==> src/rtl/motor_drive_ctrl.sv <==
// Multi-channel H-bridge motor controller: shared PWM counter and ramp prescaler,
// per-channel ramped duty, dead-time on reversal, filtered overcurrent trip with lockout.
module motor_drive_ctrl #(
    parameter int unsigned NCH      = 2,
    parameter int unsigned PW       = 8,
    parameter int unsigned RAMP_DIV = 256,
    parameter int unsigned DEAD     = 64,
    parameter int unsigned OC_FILT  = 16,
    parameter int unsigned OC_COOL  = 1000000,
    parameter int unsigned OC_MAX   = 3
) (
    input  logic              clk,
    input  logic              clr,
    input  logic [NCH*PW-1:0] duty_cmd,
    input  logic [NCH-1:0]    dir_cmd,
    input  logic              stop,
    input  logic [NCH-1:0]    oc,
    input  logic              fault_clr,
    output logic [NCH-1:0]    en,
    output logic [2*NCH-1:0]  in,
    output logic [NCH-1:0]    fault,
    output logic [NCH-1:0]    lock,
    output logic [NCH-1:0]    at_speed
);

    localparam int unsigned PRE_W  = $clog2(RAMP_DIV + 1);
    localparam int unsigned DEAD_W = $clog2(DEAD + 1);
    localparam int unsigned FILT_W = $clog2(OC_FILT + 1);
    localparam int unsigned COOL_W = $clog2(OC_COOL + 1);
    localparam int unsigned TRIP_W = $clog2(OC_MAX + 1);
    localparam logic [PW-1:0] CNT_LAST = {{(PW-1){1'b1}}, 1'b0};

    typedef enum logic [2:0] {
        S_IDLE  = 3'd0,
        S_RUN   = 3'd1,
        S_DEAD  = 3'd2,
        S_FAULT = 3'd3,
        S_LOCK  = 3'd4
    } state_t;

    logic [PW-1:0]    cnt;
    logic [PRE_W-1:0] presc;
    logic             ramp_tick;

    assign ramp_tick = (presc == PRE_W'(RAMP_DIV - 1));

    // Shared PWM counter (0..2^PW-2) and ramp prescaler
    always_ff @(posedge clk or negedge clr) begin
        if (!clr) begin
            cnt   <= '0;
            presc <= '0;
        end else begin
            cnt   <= (cnt == CNT_LAST) ? '0 : cnt + PW'(1);
            presc <= ramp_tick ? '0 : presc + PRE_W'(1);
        end
    end

    for (genvar i = 0; i < NCH; i++) begin : g_ch
        state_t            state, state_nxt;
        logic [PW-1:0]     cmd;
        logic [PW-1:0]     duty_act, duty_act_nxt, duty_tgt;
        logic              dir_q, dir_q_nxt;
        logic [DEAD_W-1:0] dead_cnt, dead_cnt_nxt;
        logic [COOL_W-1:0] cool_cnt, cool_cnt_nxt;
        logic [TRIP_W-1:0] trips, trips_nxt;
        logic [FILT_W-1:0] filt;
        logic [1:0]        oc_sync;
        logic              trip;
        logic              en_q, en_nxt;
        logic [1:0]        in_q, in_nxt;
        logic              fault_q, fault_nxt;
        logic              lock_q, lock_nxt;
        logic              at_speed_q, at_speed_nxt;

        assign cmd  = duty_cmd[i*PW +: PW];
        assign trip = (filt == FILT_W'(OC_FILT));

        // Overcurrent synchroniser and saturating consecutive-sample filter
        always_ff @(posedge clk or negedge clr) begin
            if (!clr) begin
                oc_sync <= '0;
                filt    <= '0;
            end else begin
                oc_sync <= {oc_sync[0], oc[i]};
                if (!oc_sync[1]) begin
                    filt <= '0;
                end else if (!trip) begin
                    filt <= filt + FILT_W'(1);
                end
            end
        end

        always_comb begin
            state_nxt    = state;
            duty_act_nxt = duty_act;
            dir_q_nxt    = dir_q;
            dead_cnt_nxt = '0;
            cool_cnt_nxt = '0;
            trips_nxt    = trips;
            duty_tgt     = '0;

            unique case (state)
                S_IDLE: begin
                    duty_act_nxt = '0;
                    if ((cmd != '0) && !stop) begin
                        state_nxt = S_RUN;
                        dir_q_nxt = dir_cmd[i];
                    end
                end
                S_RUN: begin
                    duty_tgt = (stop || (dir_cmd[i] != dir_q)) ? '0 : cmd;
                    if ((duty_act == '0) && (duty_tgt == '0)) begin
                        state_nxt = (stop || (cmd == '0)) ? S_IDLE : S_DEAD;
                    end else if (ramp_tick) begin
                        if (duty_act < duty_tgt) begin
                            duty_act_nxt = duty_act + PW'(1);
                        end else if (duty_act > duty_tgt) begin
                            duty_act_nxt = duty_act - PW'(1);
                        end
                    end
                end
                S_DEAD: begin
                    duty_act_nxt = '0;
                    dead_cnt_nxt = dead_cnt + DEAD_W'(1);
                    if (dead_cnt == DEAD_W'(DEAD - 1)) begin
                        dead_cnt_nxt = '0;
                        state_nxt    = S_RUN;
                        dir_q_nxt    = dir_cmd[i];
                    end
                end
                S_FAULT: begin
                    duty_act_nxt = '0;
                    cool_cnt_nxt = cool_cnt + COOL_W'(1);
                    if (cool_cnt == COOL_W'(OC_COOL - 1)) begin
                        cool_cnt_nxt = '0;
                        state_nxt    = (trips >= TRIP_W'(OC_MAX)) ? S_LOCK : S_IDLE;
                    end
                end
                S_LOCK: begin
                    duty_act_nxt = '0;
                    if (fault_clr) begin
                        state_nxt = S_IDLE;
                        trips_nxt = '0;
                    end
                end
                default: begin
                    state_nxt    = S_IDLE;
                    duty_act_nxt = '0;
                end
            endcase

            // A filtered trip overrides every other transition
            if (trip && ((state == S_IDLE) || (state == S_RUN) || (state == S_DEAD))) begin
                state_nxt    = S_FAULT;
                duty_act_nxt = '0;
                dir_q_nxt    = dir_q;
                dead_cnt_nxt = '0;
                cool_cnt_nxt = '0;
                if (trips != TRIP_W'(OC_MAX)) begin
                    trips_nxt = trips + TRIP_W'(1);
                end
            end

            at_speed_nxt = (state_nxt == S_RUN) && (duty_act_nxt == cmd) && (cmd != '0);
            if (at_speed_nxt) begin
                trips_nxt = '0;
            end

            en_nxt    = (state_nxt == S_RUN) && (cnt < duty_act);
            in_nxt    = (state_nxt == S_RUN) ? (dir_q_nxt ? 2'b10 : 2'b01) : 2'b00;
            fault_nxt = (state_nxt == S_FAULT) || (state_nxt == S_LOCK);
            lock_nxt  = (state_nxt == S_LOCK);
        end

        always_ff @(posedge clk or negedge clr) begin
            if (!clr) begin
                state      <= S_IDLE;
                duty_act   <= '0;
                dir_q      <= 1'b0;
                dead_cnt   <= '0;
                cool_cnt   <= '0;
                trips      <= '0;
                en_q       <= 1'b0;
                in_q       <= 2'b00;
                fault_q    <= 1'b0;
                lock_q     <= 1'b0;
                at_speed_q <= 1'b0;
            end else begin
                state      <= state_nxt;
                duty_act   <= duty_act_nxt;
                dir_q      <= dir_q_nxt;
                dead_cnt   <= dead_cnt_nxt;
                cool_cnt   <= cool_cnt_nxt;
                trips      <= trips_nxt;
                en_q       <= en_nxt;
                in_q       <= in_nxt;
                fault_q    <= fault_nxt;
                lock_q     <= lock_nxt;
                at_speed_q <= at_speed_nxt;
            end
        end

        assign en[i]         = en_q;
        assign in[2*i +: 2]  = in_q;
        assign fault[i]      = fault_q;
        assign lock[i]       = lock_q;
        assign at_speed[i]   = at_speed_q;
    end

endmodule
==> config.mk <==
export PLATFORM = sky130hd
export DESIGN_NAME = motor_drive_ctrl
export DESIGN_NICKNAME = d
export VERILOG_FILES = /design/src/rtl/motor_drive_ctrl.sv
export SDC_FILE = /design/constraint.sdc
export NUM_CORES = 1
export LEC_CHECK = 0
export ABC_CLOCK_PERIOD_IN_PS = 7800
export CAP_MARGIN = 25
export CORE_MARGIN = 1
export CORE_UTILIZATION = 63
export CTS_CLUSTER_SIZE = 30
export DETAILED_ROUTE_END_ITERATION = 8
export PLACE_DENSITY = 0.86
export SETUP_SLACK_MARGIN = 0.15
export SYNTH_ARGS = -nofsm -noshare
export SYNTH_HDL_FRONTEND = slang
export SYNTH_SLANG_ARGS = --single-unit
==> constraint.sdc <==
create_clock -name clk -period 7.8 [get_ports clk]
set_input_delay 1.95 -clock clk [delete_from_list [all_inputs] [get_ports clk]]
set_output_delay 1.95 -clock clk [all_outputs]
set_load 0.01 [all_outputs]
==> metrics.json <==
{
  "boundaryPins": 36,
  "cap_violations": 0,
  "synth_fp_nets": 969,
  "critical-path-top-delay-family": "simple AND/OR/NAND/NOR gates",
  "tritoncts": "yes",
  "insertion_delay_ps": 430,
  "postSynth.asyncResetShare": 1.00,
  "drt_pre_antenna_iters": 5,
  "finalNonFillerCells": 1104,
  "floorplan_row_count": 40,
  "floorplan.die_area_mm2": 0.0130,
  "finalWorstPathRequiredPeriod_ps": 5720,
  "cp_cell_sequence": "clkdlybuf4s50_1, nor2_1, nand2_1, ha_1, nor2b_1, o211ai_1, a21oi_1, or4_1, nand2_1, mux2i_1, o311ai_1, nor4_1, nor2_1",
  "cell_count_after_placement": 1071,
  "critical_path_class": "primary input to register",
  "finalMaxSlewViolations": 0,
  "netlist_instances": 896,
  "tightest_slew_ps": 952,
  "floorplan.initialDensity": 0.650,
  "power.total_w": 0.00213,
  "post_cts_resize_count": 0,
  "cts_setup_buffers": 0,
  "syn2layout_area_growth_pct": 14.4,
  "rrSetupSlack_ps": 3720,
  "cp_num_cells": 13,
  "synth_area_per_cell_um2": 8.79,
  "reg2reg_to": "g_ch[0].trips[1]",
  "die_h_um": 114,
  "grt_max_degree": 73,
  "first_iter_violations": 634,
  "clock-sinks": 125,
  "grt_pass1_vias": 6588,
  "wire_per_inst_um": 17.7,
  "critPathRequiredTime_ps": 8090,
  "fraction_of_final_layout_cells_sized_beyond_drive_strength_1": 0.0566,
  "grt_remaining_overflow": 0,
  "finalSetupViolCount": 0,
  "globalRouteMet3Util": 0.0638,
  "timing.critical_path.slowest_cell_delay_ps": 700,
  "cp.arrival_ps": 6020,
  "critPathLaunch": "stop",
  "fill_cells": 888,
  "buffering_stage_count_on_the_worst_path_with_inverters_included": 1,
  "slew_headroom": 0.359,
  "synthesis.area_mm2": 0.00788,
  "antenna_cells": 0,
  "sequential_cell_area_fraction_in_the_yosys_report": 0.397,
  "startpoint_type": "primary input",
  "synthFlopType": "sky130_fd_sc_hd__dfrtp_1",
  "post_synth_edffs": 0,
  "cp_slowest_cell": "sky130_fd_sc_hd__nor2_1",
  "drcViolationCount": 0,
  "critical_path.endpoint_type": "register",
  "cts_hold_buffers": 0,
  "rsz_0062_raised_after_global_routing": "no",
  "chipWidth_um": 114,
  "holdCritPathClass": "register to register",
  "place.gp.congestion": 0.990,
  "outcome": "finished, final reports clean",
  "design.final.nets": 996,
  "final_hold_violating_endpoints": 0,
  "core_area_mm2": 0.0121,
  "yosysWarnings": 0,
  "antenna_found_initial": 0,
  "grtUsageTotal": 0.319,
  "synth-seq-cells": 125,
  "cp_capture_point": "g_ch[0].trips[1]",
  "synthDistinctLibCells": 68,
  "clock_tree.buffer_depth": 2,
  "finalCritPeriodShare": 0.734,
  "power.density_mw_per_mm2": 236,
  "cts_htree_levels": 4,
  "r2r_cells": 13,
  "postRouteAntennaNets": 0,
  "vias": 6943,
  "cts_made_buffers": 17,
  "cellLeakagePower_nw": 3.82,
  "io_buffers": 35,
  "grt_busiest_layer": "met2",
  "hold-worst-slack_ps": 353,
  "gr_util_met2": 0.526,
  "power.ir.vdd_worst_mv": 0.177,
  "crit_path_max_fanout": 11,
  "via_per_inst": 6.29,
  "totalNegativeSetupSlack_ps": 0,
  "top_achievable_clock_speed_ghz": 0.175,
  "detailedPlacementHpwl_mm": 13.4,
  "r2r_start": "g_ch[0].dir_q",
  "clk_pin_slew_worst_paths_ps": 60,
  "finalClockSkew_ps": 10.1,
  "grt_pass1_wl_mm": 32.1,
  "cts.root.buffer_cell": "sky130_fd_sc_hd__clkbuf_16",
  "detail_route.wirelength_mm": 19.5,
  "met1_usage": 0.410
}
## kinds of logic after synthesis
kind of cell	Yosys count	synth area share
XOR/XNOR	72	0.0801
multiplexers	11	0.0145
AO/OA/AOI/OAI	153	0.127
AND/OR/NAND/NOR	425	0.270
flip-flops	125	0.397
adder cells (fa/ha/maj)	49	0.0778
buffers and inverters	61	0.0334
## worst min path at each step
stage                            start                 end  slack (ps)  cells after the start
CTS                 g_ch[0].oc_sync[0]  g_ch[0].oc_sync[1]         350                      0
global placement    g_ch[0].oc_sync[0]  g_ch[0].oc_sync[1]         330                      0
detailed placement  g_ch[1].oc_sync[0]  g_ch[1].oc_sync[1]         340                      0
finish              g_ch[0].oc_sync[0]  g_ch[0].oc_sync[1]         350                      0
global route        g_ch[0].oc_sync[0]  g_ch[0].oc_sync[1]         360                      0
floorplan           g_ch[0].oc_sync[0]  g_ch[0].oc_sync[1]         330                      0
## report_power, final
part | switching [W] | total [W] | internal [W]
Clock | 0.000315 | 0.000897 | 0.000582
Sequential | 0.0000401 | 0.000734 | 0.000694
Combinational | 0.000318 | 0.000498 | 0.000179
## synthesized netlist by cell type, types with 10 or more instances
cell type / number / area, um2
sky130_fd_sc_hd__nand2b_1: 11 / 68.8
sky130_fd_sc_hd__xnor2_1: 36 / 315
sky130_fd_sc_hd__nand2_1: 79 / 297
sky130_fd_sc_hd__a21o_1: 11 / 82.6
sky130_fd_sc_hd__nor4_1: 14 / 87.6
sky130_fd_sc_hd__or3_1: 11 / 68.8
sky130_fd_sc_hd__a21oi_1: 42 / 210
sky130_fd_sc_hd__inv_1: 28 / 105
sky130_fd_sc_hd__nand4_1: 19 / 119
sky130_fd_sc_hd__o21ai_0: 29 / 145
sky130_fd_sc_hd__nor2_1: 127 / 477
sky130_fd_sc_hd__xor2_1: 36 / 315
sky130_fd_sc_hd__nor2b_1: 17 / 106
sky130_fd_sc_hd__clkbuf_1: 21 / 78.8
sky130_fd_sc_hd__and3_1: 22 / 138
sky130_fd_sc_hd__nand3_1: 50 / 250
sky130_fd_sc_hd__a211oi_1: 10 / 75.1
sky130_fd_sc_hd__ha_1: 49 / 613
sky130_fd_sc_hd__dfrtp_1: 125 / 3130
sky130_fd_sc_hd__and2_1: 16 / 100
sky130_fd_sc_hd__nor3_1: 23 / 115
## layout by cell type (no fill, tap or decap), types with 5 or more instances in the layout
master / instances
sky130_fd_sc_hd__nor2_1: 127
sky130_fd_sc_hd__clkbuf_16: 17
sky130_fd_sc_hd__nand2_1: 79
sky130_fd_sc_hd__or4_1: 7
sky130_fd_sc_hd__a21oi_1: 42
sky130_fd_sc_hd__xnor2_1: 36
sky130_fd_sc_hd__inv_1: 28
sky130_fd_sc_hd__dfrtp_1: 125
sky130_fd_sc_hd__o21ai_0: 29
sky130_fd_sc_hd__nor3_1: 23
sky130_fd_sc_hd__nor2b_1: 17
sky130_fd_sc_hd__o22ai_1: 9
sky130_fd_sc_hd__nand4_1: 19
sky130_fd_sc_hd__nor4_1: 14
sky130_fd_sc_hd__or3_1: 11
sky130_fd_sc_hd__bufinv_16: 5
sky130_fd_sc_hd__a21o_1: 11
sky130_fd_sc_hd__a31oi_1: 9
sky130_fd_sc_hd__xor2_1: 36
sky130_fd_sc_hd__buf_4: 5
sky130_fd_sc_hd__a211oi_1: 10
sky130_fd_sc_hd__ha_1: 49
sky130_fd_sc_hd__and3_1: 22
sky130_fd_sc_hd__mux2i_1: 8
sky130_fd_sc_hd__clkdlybuf4s50_1: 34
sky130_fd_sc_hd__nand2b_1: 11
sky130_fd_sc_hd__nand3_1: 50
sky130_fd_sc_hd__and2_1: 16
## registers in the layout, indices dropped and copies added (netlist names)
name / count
g_ch.dir_q: 2
g_ch.fault_q: 2
g_ch.in_q: 4
g_ch.filt: 10
g_ch.lock_q: 2
g_ch.cool_cnt: 40
g_ch.at_speed_q: 2
cnt: 8
g_ch.duty_act: 16
g_ch.trips: 4
g_ch.oc_sync: 4
presc: 9
g_ch.en_q: 2
g_ch.dead_cnt: 14
g_ch.state: 6
## metal layers
metal,share of wire,up-vias
met2,0.49,309
met5,0,-
met3,0.071,55
li1,-,3258
met1,0.42,3321
met4,0.025,0
## metrics by stage
stage | cell area [um2] | util | worst slack, ps
2_1_floorplan | 7880 | - | 2650
3_3_place_gp | 8320 | 0.687 | 1840
3_5_place_dp | 8320 | 0.687 | 1730
4_1_cts | 8990 | 0.742 | 2160
5_1_grt | 9010 | 0.744 | 1890
6_report | 9010 | 0.744 | 2080
## final cells by class
| type | count | area, um2 | area share |
|---|---|---|---|
| clock buffer | 18 | 439 | 0.0487 |
| tap | 168 | 210 | 0.0233 |
| inverter | 29 | 109 | 0.0121 |
| sequential | 125 | 3130 | 0.347 |
| multi-input combinational | 710 | 4490 | 0.498 |
| timing repair buffer | 40 | 405 | 0.0450 |
| clock inverter | 14 | 230 | 0.0255 |
(Power assumes the default switching activity.)
